File: src/rtl/id_ex_pipe_reg.sv
// ID->EX pipeline register: valid/ready handshake, 2-entry skid buffer, flush, NOP bubbles.
// Define ID_EX_PERF_CNT_EN to add saturating stall/bubble performance counters.
module id_ex_pipe_reg #(
    parameter int DATA_W = 32,
    parameter int REG_W  = 5,
    parameter int WB_W   = 2,
    parameter int M_W    = 3,
    parameter int EX_W   = 4,
    parameter int CNT_W  = 32
) (
    input  logic              clk,
    input  logic              rst_n,
    input  logic              flush,
    input  logic              in_valid,
    output logic              in_ready,
    input  logic [WB_W-1:0]   in_wb,
    input  logic [M_W-1:0]    in_m,
    input  logic [EX_W-1:0]   in_ex,
    input  logic [DATA_W-1:0] in_npc,
    input  logic [DATA_W-1:0] in_rdata1,
    input  logic [DATA_W-1:0] in_rdata2,
    input  logic [DATA_W-1:0] in_simm,
    input  logic [REG_W-1:0]  in_rt,
    input  logic [REG_W-1:0]  in_rd,
    output logic              out_valid,
    input  logic              out_ready,
    output logic [WB_W-1:0]   out_wb,
    output logic [M_W-1:0]    out_m,
    output logic [EX_W-1:0]   out_ex,
    output logic [DATA_W-1:0] out_npc,
    output logic [DATA_W-1:0] out_rdata1,
    output logic [DATA_W-1:0] out_rdata2,
    output logic [DATA_W-1:0] out_simm,
    output logic [REG_W-1:0]  out_rt,
    output logic [REG_W-1:0]  out_rd
`ifdef ID_EX_PERF_CNT_EN
    ,
    output logic [CNT_W-1:0]  stall_cnt,
    output logic [CNT_W-1:0]  bubble_cnt,
    input  logic              perf_clr
`endif
);

    localparam int PW = WB_W + M_W + EX_W + 4 * DATA_W + 2 * REG_W;

    // Encoding bits are {main_valid, skid_valid}; the (0,1) combination is unreachable.
    typedef enum logic [1:0] {
        EMPTY = 2'b00,
        ONE   = 2'b10,
        TWO   = 2'b11
    } state_t;

    state_t          state_q, state_d;
    logic [PW-1:0]   in_pkt;
    logic [PW-1:0]   main_q;
    logic [PW-1:0]   skid_q;
    logic            main_valid;
    logic            skid_valid;
    logic            acc;
    logic            pop;
    logic            load_main_in;
    logic            load_main_skid;
    logic            load_skid;

    logic [WB_W-1:0] main_wb;
    logic [M_W-1:0]  main_m;
    logic [EX_W-1:0] main_ex;

    assign in_pkt = {in_wb, in_m, in_ex, in_npc, in_rdata1, in_rdata2, in_simm, in_rt, in_rd};

    assign main_valid = state_q[1];
    assign skid_valid = state_q[0];
    assign in_ready   = ~skid_valid;
    assign out_valid  = main_valid;
    assign acc        = in_valid & in_ready;
    assign pop        = out_valid & out_ready;

    always_ff @(posedge clk or negedge rst_n) begin
        if (!rst_n) begin
            state_q <= EMPTY;
        end else begin
            state_q <= state_d;
        end
    end

    always_comb begin
        state_d        = state_q;
        load_main_in   = 1'b0;
        load_main_skid = 1'b0;
        load_skid      = 1'b0;
        if (flush) begin
            state_d = EMPTY;
        end else begin
            case (state_q)
                EMPTY: begin
                    if (acc) begin
                        state_d      = ONE;
                        load_main_in = 1'b1;
                    end
                end
                ONE: begin
                    if (acc && pop) begin
                        load_main_in = 1'b1;
                    end else if (acc) begin
                        state_d   = TWO;
                        load_skid = 1'b1;
                    end else if (pop) begin
                        state_d = EMPTY;
                    end
                end
                TWO: begin
                    if (pop) begin
                        state_d        = ONE;
                        load_main_skid = 1'b1;
                    end
                end
                default: state_d = EMPTY;
            endcase
        end
    end

    always_ff @(posedge clk or negedge rst_n) begin
        if (!rst_n) begin
            main_q <= '0;
            skid_q <= '0;
        end else begin
            if (load_main_in) begin
                main_q <= in_pkt;
            end else if (load_main_skid) begin
                main_q <= skid_q;
            end
            if (load_skid) begin
                skid_q <= in_pkt;
            end
        end
    end

    assign {main_wb, main_m, main_ex, out_npc, out_rdata1, out_rdata2, out_simm, out_rt, out_rd} = main_q;

    // Control fields collapse to a NOP whenever the slot is empty; data keeps its last value.
    assign out_wb = main_valid ? main_wb : '0;
    assign out_m  = main_valid ? main_m  : '0;
    assign out_ex = main_valid ? main_ex : '0;

`ifdef ID_EX_PERF_CNT_EN
    always_ff @(posedge clk or negedge rst_n) begin
        if (!rst_n) begin
            stall_cnt  <= '0;
            bubble_cnt <= '0;
        end else if (perf_clr) begin
            stall_cnt  <= '0;
            bubble_cnt <= '0;
        end else begin
            if (in_valid && !in_ready && (stall_cnt != '1)) begin
                stall_cnt <= stall_cnt + 1'b1;
            end
            if (out_ready && !out_valid && (bubble_cnt != '1)) begin
                bubble_cnt <= bubble_cnt + 1'b1;
            end
        end
    end
`endif

endmodule

File: config.mk
export PLATFORM = sky130hd
export DESIGN_NAME = id_ex_pipe_reg
export DESIGN_NICKNAME = d
export VERILOG_FILES = /design/src/rtl/id_ex_pipe_reg.sv
export SDC_FILE = /design/constraint.sdc
export NUM_CORES = 1
export LEC_CHECK = 0
export CAP_MARGIN = 20
export CELL_PAD_IN_SITES_DETAIL_PLACEMENT = 1
export CELL_PAD_IN_SITES_GLOBAL_PLACEMENT = 2
export CORE_MARGIN = 3
export CORE_UTILIZATION = 37
export CTS_BUF_LIST = sky130_fd_sc_hd__clkbuf_8
export DETAILED_ROUTE_END_ITERATION = 16
export PLACE_DENSITY_LB_ADDON = 0.25
export SYNTH_ARGS = -nofsm -noshare
export SYNTH_HDL_FRONTEND = slang
export SYNTH_SLANG_ARGS = --single-unit
export TNS_END_PERCENT = 20
File: constraint.sdc
create_clock -name clk -period 4.9 [get_ports clk]
set_input_delay 0.98 -clock clk [delete_from_list [all_inputs] [get_ports clk]]
set_output_delay 0.98 -clock clk [all_outputs]
set_load 0.01 [all_outputs]
## Yosys cells after proc, flatten, opt, wreduce, memory -nomap -nowiden

Index checks and enable logic that the tools add are counted.

- Memory bits (read-only): 0
- Flip-flop bits (word level): 296
- Logic and storage cells: 38
- Memories: 0
- Memory bits (writable): 0
- Input port bits: 152
- Latch bits: 0

- Bitwise gates (word level): 3
- Multipliers: 0
- $lt $le $gt $ge: 0
- Shift-type cells: 0
- $add $sub $neg: 0
- Multiplexer cells: 22
- Reduce and logical (&&, ||, !) cells: 4
- Div/mod/pow operators: 0
- Equality and inequality tests: 6

Operators with widths:

| operator | number |
|---|---|
| 147-bit two-way mux | 2 |
| 2-bit two-way mux | 7 |
| 1-bit two-way mux | 9 |
| 3-bit != test (second input constant) | 3 |
| 2-bit one-hot mux with 3 select lines | 1 |
| 2-bit == test (second input constant) | 2 |
| 4-bit two-way mux | 1 |
| 4-bit != test (second input constant) | 1 |
| 4-bit AND reduction | 1 |
| 3-bit two-way mux | 1 |
| 1-bit AND | 2 |
| 2-bit logical NOT | 1 |
| 1-bit one-hot mux with 2 select lines | 1 |
| 2-bit nonzero test | 1 |
| 1-bit logical AND | 1 |
| 1-bit inverter | 1 |

## Depth between registers and ports, before layout

- Depth after elaboration: 7
- Mapped depth: 11
- Gate-level depth less buffers: 6

## Worst setup path before layout

OpenSTA, ideal clock, no wires.

- Kind: input port to flip-flop
- From: in flush
- To: reg main_q[100]
- Data required time: 4,768 ps
- Stages: 8
- Buffers on the path: 4
- Setup time: 132 ps
- Arrival: 2,059 ps
- Setup slack: 2,709 ps
- Cell sequence: and4bb_4 -> a31o_4 -> buf_6 -> buf_6 -> buf_6 -> buf_6 -> nand2_1 -> o21ai_1

- Longest elaborated chain between the ends: 2
- Elaborated cells between the ends (all ways): 4

RTL lines:

| element | RTL line | text |
|---|---|---|
| start: declaration | 13 | `input logic flush,` |
| 1-bit two-way mux | 91 | `if (flush) begin` |
| 147-bit two-way mux or 2-bit nonzero test (tied branches) | - |  |
| end signal: assignment | 128 | `main_q <= in_pkt;` |
| end signal: assignment | 130 | `main_q <= skid_q;` |
| end: declaration | 55 | `logic [PW-1:0] main_q;` |

Several ways; a longest one is shown, not always the timed one.
A chain may end at the register's enable or synchronous reset.

## Final worst setup path

- From: reg state_q[1]
- To: out out_m[0]

- Longest elaborated chain between the ends: 1

RTL lines:

| element | RTL line | text |
|---|---|---|
| start: declaration | 53 | `state_t state_q, state_d;` |
| start signal: assignment | 82 | `state_q <= state_d;` |
| 3-bit two-way mux | 142 | `assign out_m = main_valid ? main_m : '0;` |
| end: declaration | 28 | `output logic [M_W-1:0] out_m,` |

Every way passes these cells.

==> metrics <==
status=finished clean; Clock Tree Buf Depth=3; layout cells sized above 1=roughly 19%; Final #Nets=~1,400; Core Region=35,700 um2; Pre-antenna DRT Iters=5; Max Cap Viol=0; vias in the first global route=a little over 9,000; most common cell after layout, fill and taps aside=clkdlybuf4s50_1; crit path launch type=flip-flop; Avg Vias per Cell=4.77; PwrDens=585 nW/um2; starting density of the core=37.7%; Chip Height=197 um; grt ovf=0; Slew Viols, Final=0; PnR worst setup slack=1870 ps; routed via count=8,536; switching portion of total power=a little under a third; RSZ-0062 raised after global routing=no; DP Worst Slack=1510 ps; Post-Synth Adder-Cell Area=0.372%; Post-DP HPWL=21.5 mm; clk_lat worst skew=590 ps; Clk pwr share=23.2%; register share of total power=42.8%; antenna violations before repair=3; Avg WL per Cell=approximately 18 um; Period Utilization, post-route=61.9%; Largest stage delay, worst path=660 ps; cts repair resizes=0; delay-heaviest family, CP=flip-flops; FF-to-FF path depth=6; CTS hold repair buffers=0; Post-Route WL=32.4 mm; syn_nets=about 1,300; port bufs=300; Die ar.=between 30,000 and 40,000 um2; CP Max Fanout=17; Die Wd=197 um; Req. time, crit path=between 3000 and 4000 ps; Routability Congestion=0.723; Synth Area in Simple Gates=5.00%; class of the worst hold path=input port to async pin; EDFF count, synth=0; commonest non-fill, non-tap cells in the layout=clkdlybuf4s50_1, dfrtp_1, nand2_1; Rows=69; Period minus WS final=3030 ps; Netlist cell types=24; CTS tree=yes; Crit. End Element=output port; WL met2=15.4 mm; largest family of logic cells by synthesized area=multiplexers; slowest CP cell=dfrtp_1; Sw Pwr=~3000 uW; fraction of registers with async set/reset=100%; Tightest Pin Transition=851 ps; mux contribution to synthesized area=23.4%; 1st-iter DRT viols=261; Worst Skew=roughly 7.8 ps; compound-gate portion of the synthesized area=between 5 and 6%; Area Overhead vs Synth=26.3%; Netlist Area Pre-Place=13,500 um2; crit path DAT=2050 ps; Fin Setup TNS=0 ps; # DRC=0; fmax=330 MHz; clock-pin slew on the worst setup and hold paths=about 60 ps; GRT Total Usage=between 10% and 20%; yosys warns=0; Seq/Total Area, Yosys=55.0%; clock root cell=clkbuf_8; maximum VDD drop=around 0.29 mV; Num CTS Buffers=54; Crit Path Class=flip-flop to output port; setup bufs post-CTS=0; WP buf/inv=1; post-route ant nets=0; first-pass GRT wire length=51.7 mm; Ports=301; max_slew headroom=between 40% and 50%; htree depth=2; number of synthesized register bits=296; Synth Flop Type=dfrtp_1; Internal Power=6940 uW; Cells after Synth=~1,100; Logic pwr share=34.1%; final setup vio count=0; Hold Fails Final Rpt=0; CP cell instances=and2_1 -> clkdlybuf4s50_1; Synth Area in XOR/XNOR=0%; top sig layer=met5; WL met3=around 2.4 mm; Syn Area/Cell=12.0 um2; critical path depth=2; M1 WL=13.9 mm; LEAKAGE=0.00812 uW; largest net degree at the start of global routing=95; CTS Sinks=about 300
-- registers in the layout, summed over array words and instances (netlist names) --
signal   flops
state_q      2
skid_q     147
main_q     147
-- through the flow --
stage | total power, uW | hold WS [ps] | instances | util, % | instance area, um2
after floorplan | 6630 | 479 | 1117 | - | 13500
after global placement | 7620 | 486 | 1693 | 44.5 | 15900
after detailed placement | 7760 | 492 | 1693 | 44.5 | 15900
after CTS | 10200 | 377 | 1786 | 47.5 | 17000
after global routing | 10700 | 406 | 1788 | 47.5 | 17000
final | 9950 | 366 | 1788 | 47.5 | 17000
-- cells in the mapped netlist, types with 2 or more instances --
library cell	count	area [um2]
dfrtp_1	296	7410
nand2_1	150	563
mux2_2	148	1670
mux2i_1	148	1480
buf_4	138	1040
o21ai_0	87	435
o21ai_1	60	300
buf_2	39	195
clkbuf_1	16	60.1
and2_1	9	56.3
buf_6	9	101
ha_1	4	50.1
inv_1	2	7.51
-- layer usage --
layer / track usage (%) / vias to the layer above
li1: - / 4017
met2: 27.1 / 229
met5: 0 / -
met3: 5.73 / 43
met1: 20.9 / 4245
met4: 5.86 / 2
-- power by group through the flow --
| stage | Clock, uW | Sequential (uW) | Combinational, uW |
|---|---|---|---|
| floorplan | 0 | 4090 | 2540 |
| global placement | 0 | 4260 | 3360 |
| detailed placement | 0 | 4310 | 3450 |
| CTS | 2420 | 4270 | 3460 |
| global route | 2530 | 4420 | 3720 |
| finish | 2300 | 4260 | 3390 |
-- cell type report --
cell class	count	area, um2
diodes	2	5.00
clock buffers	73	1000
clock inverters	20	81.3
fillers	3735	18700
inverters	2	7.51
multi-input cells	616	4650
flip-flops and latches	296	7410
well taps	461	577
repair buffers	318	3260
-- logic make-up (layout without fill, tap and decap cells) --
| kind of cell | after synthesis | count (layout) |
|---|---|---|
| multiplexers | 296 | 296 |
| other | 0 | 2 |
| buffers and inverters | 205 | 413 |
| AO/OA/AOI/OAI | 151 | 151 |
| AND/OR/NAND/NOR | 165 | 165 |
| flip-flops | 296 | 296 |
| adder cells (fa/ha/maj) | 4 | 4 |
-- worst paths after layout --
path	start	to	slack, ps
setup / recovery	state_q[1]	out_m[0]	1870
hold / removal	rst_n	main_q[94]	370
setup reg to reg	state_q[1]	main_q[58]	2150
hold reg to reg	skid_q[129]	skid_q[129]	500
max in group asynchronous	rst_n	skid_q[61]	3380
min in group clk	skid_q[129]	skid_q[129]	500
Note: power is estimated with default switching activity, not from simulation.
